[src/rtl/hog_feature_reader.sv]
// hog_feature_reader
//   Reads the four HOG result BRAM banks (bank-major: bank0 addr 0..FEAT_LEN-1,
//   then banks 1..3) after each rising edge of feature_done, and streams the
//   words out on a valid/ready interface through a small first-word-fall-through
//   FIFO. Reads are only issued when the FIFO is guaranteed to have room for
//   them, so any amount of backpressure is absorbed without dropping data.
// Ports
//   aclk, rst             clock, asynchronous active-high reset
//   feature_done          launch request (0->1 edge)
//   abort                 synchronous cancel, flushes everything
//   res_enb/res_addrb     BRAM read port (one-hot bank enable, shared address)
//   res_doutb_0..3        BRAM read data, RD_LAT cycles after enable
//   m_tvalid/m_tready     output handshake
//   m_tdata/tuser/tlast   zero-extended word, bank index, final-word flag
//   busy/done/overrun     status: not idle, completion pulse, sticky re-launch
module hog_feature_reader #(
  parameter int RAM_AW     = 17,
  parameter int QN         = 10,
  parameter int FEAT_LEN   = 31,
  parameter int RD_LAT     = 1,
  parameter int FIFO_DEPTH = 4
) (
  input  logic              aclk,
  input  logic              rst,
  input  logic              feature_done,
  input  logic              abort,
  output logic [3:0]        res_enb,
  output logic [RAM_AW-1:0] res_addrb,
  input  logic [QN-1:0]     res_doutb_0,
  input  logic [QN-1:0]     res_doutb_1,
  input  logic [QN-1:0]     res_doutb_2,
  input  logic [QN-1:0]     res_doutb_3,
  output logic              m_tvalid,
  input  logic              m_tready,
  output logic [15:0]       m_tdata,
  output logic [1:0]        m_tuser,
  output logic              m_tlast,
  output logic              busy,
  output logic              done,
  output logic              overrun
);

  localparam int PW = (FIFO_DEPTH > 1) ? $clog2(FIFO_DEPTH) : 1;
  localparam int CW = $clog2(FIFO_DEPTH + RD_LAT + 1);
  localparam logic [RAM_AW-1:0] ADDR_LAST = RAM_AW'(FEAT_LEN - 1);
  localparam logic [PW-1:0]     PTR_LAST  = PW'(FIFO_DEPTH - 1);
  localparam logic [CW-1:0]     DEPTH     = CW'(FIFO_DEPTH);

  typedef enum logic [1:0] {IDLE, READ, DRAIN, DONE} state_t;

  typedef struct packed {
    logic [1:0] bank;
    logic       last;
  } tag_t;

  typedef struct packed {
    logic [QN-1:0] word;
    logic [1:0]    bank;
    logic          last;
  } beat_t;

  state_t              state, state_nxt;
  logic                fd_q, launch, start;
  logic [RAM_AW-1:0]   addr;
  logic [1:0]          bank;
  logic                issue, last_rd;
  logic [RD_LAT:1]     vld_pipe;
  tag_t                tag_pipe [RD_LAT:1];
  logic [CW-1:0]       inflight, inflight_nxt;
  logic [3:0][QN-1:0]  doutb;
  beat_t               mem [FIFO_DEPTH];
  beat_t               head, tail_beat;
  logic [PW-1:0]       wr_ptr, rd_ptr;
  logic [CW-1:0]       cnt, cnt_nxt;
  logic                push, pop;

  function automatic logic [PW-1:0] ptr_inc(input logic [PW-1:0] p);
    return (p == PTR_LAST) ? '0 : p + 1'b1;
  endfunction

  // launch edge detect; abort suppresses a coincident launch
  assign launch = feature_done & ~fd_q;
  assign start  = launch && (state == IDLE) && !abort;

  always_ff @(posedge aclk or posedge rst) begin
    if (rst) fd_q <= 1'b0;
    else     fd_q <= feature_done;
  end

  // reads in flight now, and after this edge (stage RD_LAT leaves, issue enters)
  always_comb begin
    inflight = '0;
    for (int i = 1; i <= RD_LAT; i++) inflight = inflight + CW'(vld_pipe[i]);
  end

  always_comb begin
    inflight_nxt = CW'(issue);
    for (int i = 1; i < RD_LAT; i++) inflight_nxt = inflight_nxt + CW'(vld_pipe[i]);
  end

  // Reserve FIFO space for every read in flight so a push never finds it full.
  assign last_rd = (bank == 2'd3) && (addr == ADDR_LAST);
  assign issue   = (state == READ) && !abort && ((cnt + inflight) < DEPTH);
  assign res_enb   = issue ? (4'b0001 << bank) : 4'b0000;
  assign res_addrb = addr;

  always_ff @(posedge aclk or posedge rst) begin
    if (rst) begin
      addr <= '0;
      bank <= '0;
    end else if (abort || start) begin
      addr <= '0;
      bank <= '0;
    end else if (issue) begin
      if (addr == ADDR_LAST) begin
        addr <= '0;
        bank <= bank + 2'd1;
      end else begin
        addr <= addr + 1'b1;
      end
    end
  end

  always_ff @(posedge aclk or posedge rst) begin
    if (rst) begin
      vld_pipe <= '0;
      for (int i = 1; i <= RD_LAT; i++) tag_pipe[i] <= '0;
    end else if (abort) begin
      vld_pipe <= '0;
    end else begin
      vld_pipe[1] <= issue;
      tag_pipe[1] <= '{bank: bank, last: last_rd};
      for (int i = 2; i <= RD_LAT; i++) begin
        vld_pipe[i] <= vld_pipe[i-1];
        tag_pipe[i] <= tag_pipe[i-1];
      end
    end
  end

  // pipeline tail: pick the bank that was read RD_LAT cycles ago
  assign doutb = {res_doutb_3, res_doutb_2, res_doutb_1, res_doutb_0};
  assign push  = vld_pipe[RD_LAT];
  assign tail_beat = '{word: doutb[tag_pipe[RD_LAT].bank],
                       bank: tag_pipe[RD_LAT].bank,
                       last: tag_pipe[RD_LAT].last};

  // FWFT FIFO
  assign head     = mem[rd_ptr];
  assign m_tvalid = (cnt != '0);
  assign pop      = m_tvalid && m_tready;
  assign cnt_nxt  = cnt + CW'(push) - CW'(pop);
  assign m_tdata  = m_tvalid ? {{(16-QN){1'b0}}, head.word} : 16'd0;
  assign m_tuser  = m_tvalid ? head.bank : 2'd0;
  assign m_tlast  = m_tvalid && head.last;

  always_ff @(posedge aclk) begin
    if (push && !abort) mem[wr_ptr] <= tail_beat;
  end

  always_ff @(posedge aclk or posedge rst) begin
    if (rst) begin
      wr_ptr <= '0;
      rd_ptr <= '0;
      cnt    <= '0;
    end else if (abort) begin
      wr_ptr <= '0;
      rd_ptr <= '0;
      cnt    <= '0;
    end else begin
      if (push) wr_ptr <= ptr_inc(wr_ptr);
      if (pop)  rd_ptr <= ptr_inc(rd_ptr);
      cnt <= cnt_nxt;
    end
  end

  // FSM
  always_ff @(posedge aclk or posedge rst) begin
    if (rst) state <= IDLE;
    else     state <= state_nxt;
  end

  // DRAIN looks one edge ahead so done lands right after the tlast handshake.
  always_comb begin
    state_nxt = state;
    busy      = (state != IDLE);
    done      = (state == DONE);
    unique case (state)
      IDLE:  if (start) state_nxt = READ;
      READ:  if (issue && last_rd) state_nxt = DRAIN;
      DRAIN: if (cnt_nxt == '0 && inflight_nxt == '0) state_nxt = DONE;
      DONE:  state_nxt = IDLE;
      default: state_nxt = IDLE;
    endcase
    if (abort) state_nxt = IDLE;
  end

  always_ff @(posedge aclk or posedge rst) begin
    if (rst)                          overrun <= 1'b0;
    else if (abort || start)          overrun <= 1'b0;
    else if (launch && state != IDLE) overrun <= 1'b1;
  end

endmodule

[config.mk]
export PLATFORM = sky130hd
export DESIGN_NAME = hog_feature_reader
export DESIGN_NICKNAME = d
export VERILOG_FILES = /design/src/rtl/hog_feature_reader.sv
export SDC_FILE = /design/constraint.sdc
export NUM_CORES = 1
export LEC_CHECK = 0
export CELL_PAD_IN_SITES_DETAIL_PLACEMENT = 0
export CELL_PAD_IN_SITES_GLOBAL_PLACEMENT = 1
export CORE_ASPECT_RATIO = 0.5
export CORE_MARGIN = 8
export CORE_UTILIZATION = 41
export DETAILED_ROUTE_END_ITERATION = 8
export PLACE_DENSITY = 0.87
export SLEW_MARGIN = 20
export SYNTH_ARGS = -nofsm -noshare
export SYNTH_HDL_FRONTEND = slang
export SYNTH_SLANG_ARGS = --single-unit
[constraint.sdc]
create_clock -name aclk -period 2.9 [get_ports aclk]
set_input_delay 0.58 -clock aclk [delete_from_list [all_inputs] [get_ports aclk]]
set_output_delay 0.58 -clock aclk [all_outputs]
set_load 0.01 [all_outputs]
==> key figures <==
Logic synthesis
  – Portion of synthesized cell area occupied by the leading cell type: 37.0%
  – Distinct cell type count of the synthesized netlist: 47
  – Share of the yosys chip area belonging to registers: 57.2%
  – Most instantiated cells after synthesis: sky130_fd_sc_hd__edfxtp_1 (52), sky130_fd_sc_hd__dfrtp_1 (34), sky130_fd_sc_hd__nor2_1 (24)
  – Most instantiated flip-flop cell in the synthesis netlist: sky130_fd_sc_hd__edfxtp_1
  – Complex-gate fraction of the synthesized area: 3.94%
  – Area share of fa/ha/maj cells after synthesis: 5.34%
  – Number of register bits inferred by synthesis: 86
  – Multiplexer area fraction after synthesis: 12.7%
  – Asr flop ratio synth: 39.5%
  – Count of warnings emitted by yosys: 0
  – Post-synthesis instance total: 306
  – Combined area of all synthesized cells: 4220 um^2
  – Xor/xnor share of the synthesized area: 3.50%
  – Average footprint of a synthesized cell: 13.8 um^2
  – Area contributors post-synth: sky130_fd_sc_hd__edfxtp_1 (37%), sky130_fd_sc_hd__dfrtp_1 (20%), sky130_fd_sc_hd__mux4_2 (12%)
  – Number of synthesized flops with an enable pin: 52
  – Combinational family with the most area after synthesis: simple AND/OR/NAND/NOR gates
  – Fraction of the mapped netlist area in simple logic gates: 13.7%
  – Largest area contributor in the synthesized netlist: sky130_fd_sc_hd__edfxtp_1
  – Most frequent cell after synthesis: sky130_fd_sc_hd__edfxtp_1

Critical path
  – Crit-path most repeated cell: sky130_fd_sc_hd__ha_1
  – Crit path launch type: flop
  – Critical path data required time: 2320 ps
  – Slowest cell on crit path: sky130_fd_sc_hd__clkdlybuf4s50_1
  – Cell depth of the worst flop-to-flop path: 8
  – WS Path Type: reg2out
  – Arrival time of the worst setup path: 2190 ps
  – Capturing element type of the critical path: primary output
  – Reg-to-reg setup timing slack: 490 ps
  – Launch point of the worst reg-to-reg path: cnt[2]$_DFF_PP0_
  – Total number of cells along the worst setup path: 5
  – Ordered cell list for the critical path: ha_1 > ha_1 > xnor2_2 > and3_2 > clkdlybuf4s50_1
  – Max stage delay on crit path: 530 ps
  – CP Capture Point: res_enb[3]
  – Largest delay contributor family on the critical path: buffers and inverters
  – Critical register-to-register path endpoint: state[1]$_DFFE_PP0P_
  – Worst-path fanout max: 6
  – Bufs and invs on worst path: 1
  – Start point of the critical path: push$_DFF_PP0_

CTS
  – Hold-fix buffers, CTS: 0
  – Clock latency on the worst-skew pair: 340 ps
  – TritonCTS clock tree: built
  – Number of clock buffers inserted by TritonCTS: 9
  – Clock transition at path regs: 60 ps
  – Number of sinks handled by clock tree synthesis: 86
  – CTS Buffer Depth: 2
  – Post-CTS setup buffers: 0
  – Count of instances resized after the clock tree is built: 0
  – Cell chosen for the clock root: sky130_fd_sc_hd__clkbuf_16
  – H-tree depth: 3

GRT
  – Vias in the first global route: 2,836
  – Largest net degree at the start of global routing: 35
  – Global-route wire length before repair: 14.6 mm
  – Total gr overflow: 0
  – Number of antenna violations at the first check in global routing: 0
  – Aggregate global-route resource usage: 13.3%

Placement
  – HPWL after DPL: 6.34 mm
  – IO buf count: 82
  – Routability congestion estimate: 0.783
  – Worst slack after detailed placement: 318 ps

Floorplan
  – Core Rows: 26
  – Io pins: 89
  – Initial Util: 41.7%
  – Die Y-Extent: 87.7 um
  – X dimension of the die: 159 um
  – Die area: 14,000 um^2
  – CORE AREA: 10,100 um^2

STA
  – RSZ-0062 raised after global routing: no
  – Final-report hold violation count: 0
  – Post-route fraction of the period consumed by the critical path: 95.7%
  – Final total negative setup slack: 0 ps
  – Period minus WS final: 2780 ps
  – Transition at the pin with the smallest max-transition slack: 798 ps
  – Top achievable clock speed: 360 MHz
  – Number of max-slew violations in the final report: 0
  – Final setup margin: 125 ps
  – Worst slew margin relative to its limit: 46.8%
  – Max Clock Skew: 7.60 ps
  – Setup-violating endpoint count in the final report: 0

Detailed routing
  – Vias: 2,694
  – Total Routed Length: 8.95 mm
  – DR WL/cell: 16.5 um
  – Avg Vias per Cell: 4.98
  – # DRC: 0
  – Starting DRC count in detailed routing: 151
  – DRT Pass-1 Iters: 4
  – Antenna viol nets, final: 0

Final layout
  – Final nets: 459
  – Area growth from synthesis to layout: 30.1%
  – Count of fill cells added during filler insertion: 840
  – Footprint of the flip-flops and latches: 2410 um^2
  – Antenna cells: 0
  – Area taken by multi-input logic gates: 1680 um^2
  – Fraction of layout instances using a drive strength above 1: 16.0%

Power
  – VDD IR-drop max: 0.390 mV
  – LEAKAGE: 0.00204 uW
  – Ratio of total power to cell area: 662 nW/um^2

Status
  – Result of the run: finished, final reports clean

Min path
  – Type of the tightest min-delay check: reg2reg

Flow run
  – Max cap viols: 0
==> kinds of logic (layout without fill, tap and decap cells) <==
| logic type | count (synthesis) | in the layout |
|---|---|---|
| AO/OA/AOI/OAI | 23 | 23 |
| XOR/XNOR | 16 | 16 |
| adder cells (fa/ha/maj) | 18 | 18 |
| buffers and inverters | 32 | 122 |
| flip-flops | 86 | 86 |
| multiplexers | 25 | 25 |
| other | 1 | 6 |
| AND/OR/NAND/NOR | 105 | 105 |
==> power by group <==
part / total (uW) / switching [uW] / internal (uW)
logic: 1170 / 542 / 627
clock network: 1050 / 463 / 584
registers: 1420 / 49.0 / 1370
total: 3640 / 1050 / 2580
==> placed cells by master (no fill, tap or decap), types with 7 or more instances in the layout <==
master,instances
sky130_fd_sc_hd__buf_4,11
sky130_fd_sc_hd__and2_1,19
sky130_fd_sc_hd__o21ai_0,7
sky130_fd_sc_hd__dfrtp_1,34
sky130_fd_sc_hd__nand4_1,7
sky130_fd_sc_hd__mux4_2,23
sky130_fd_sc_hd__nand3_1,10
sky130_fd_sc_hd__clkdlybuf4s50_1,82
sky130_fd_sc_hd__inv_1,13
sky130_fd_sc_hd__clkbuf_16,9
sky130_fd_sc_hd__ha_1,18
sky130_fd_sc_hd__xor2_1,9
sky130_fd_sc_hd__nor2_1,24
sky130_fd_sc_hd__edfxtp_1,52
sky130_fd_sc_hd__nand2_1,16
==> final cells by class <==
class                   instances  share of cell area, %
repair buffers                 93                   16.5
well taps                     140                   3.19
clock inverters                 6                  0.843
flip-flops and latches         86                   43.9
multi-input cells             193                   30.5
clock buffers                  10                   4.17
inverters                      13                  0.889
==> metrics by stage <==
step	instances	total power (uW)	utilization, %	hold slack, ps	cell area, um^2
final	541	3640	54.3	527	5490
after floorplan	311	2110	-	476	4240
after global placement	525	2620	51.6	506	5220
after CTS	541	3700	54.3	527	5490
after detailed placement	525	2640	51.6	511	5220
after global routing	541	3860	54.3	548	5490
==> flip-flops by register name, indices dropped and copies added, names as in the netlist, 2 cells and up <==
| signal | cells |
|---|---|
| state | 2 |
| res_addrb | 17 |
| rd_ptr | 2 |
| tag_pipe | 3 |
| cnt | 3 |
| bank | 2 |
| wr_ptr | 2 |
| mem | 52 |
==> worst min-delay path by stage <==
stage / from / endpoint / slack (ps) / cells after the start
floorplan: tag_pipe[0]$_DFFE_PP0N_ / mem[0][0]$_DFFE_PP_ / 480 / 0
finish: tag_pipe[0]$_DFFE_PP0N_ / mem[2][0]$_DFFE_PP_ / 530 / 0
global route: tag_pipe[0]$_DFFE_PP0N_ / mem[2][0]$_DFFE_PP_ / 550 / 0
CTS: tag_pipe[0]$_DFFE_PP0N_ / mem[2][0]$_DFFE_PP_ / 530 / 0
global placement: tag_pipe[0]$_DFFE_PP0N_ / mem[2][0]$_DFFE_PP_ / 510 / 0
detailed placement: tag_pipe[0]$_DFFE_PP0N_ / mem[2][0]$_DFFE_PP_ / 510 / 0
==> routing by layer <==
| layer | global-route usage, % | up-vias | share of wire, % |
|---|---|---|---|
| li1 | - | 1295 | - |
| met1 | 16.1 | 1332 | 44 |
| met2 | 23.1 | 59 | 50 |
| met3 | 3.89 | 8 | 4.4 |
| met4 | 3.82 | 0 | 1.1 |
| met5 | 0 | - | 0 |
==> worst register-to-register path: cells and delay by family (launching register included) <==
| family | cells | cell delay [ps] |
|---|---|---|
| AOI/OAI and AO/OA | 2 | 390 |
| DFF | 1 | 400 |
| and+or+nand+nor | 4 | 1020 |
| adders and majority gates | 2 | 480 |
No activity file was read; power rests on OpenSTA's default activity.
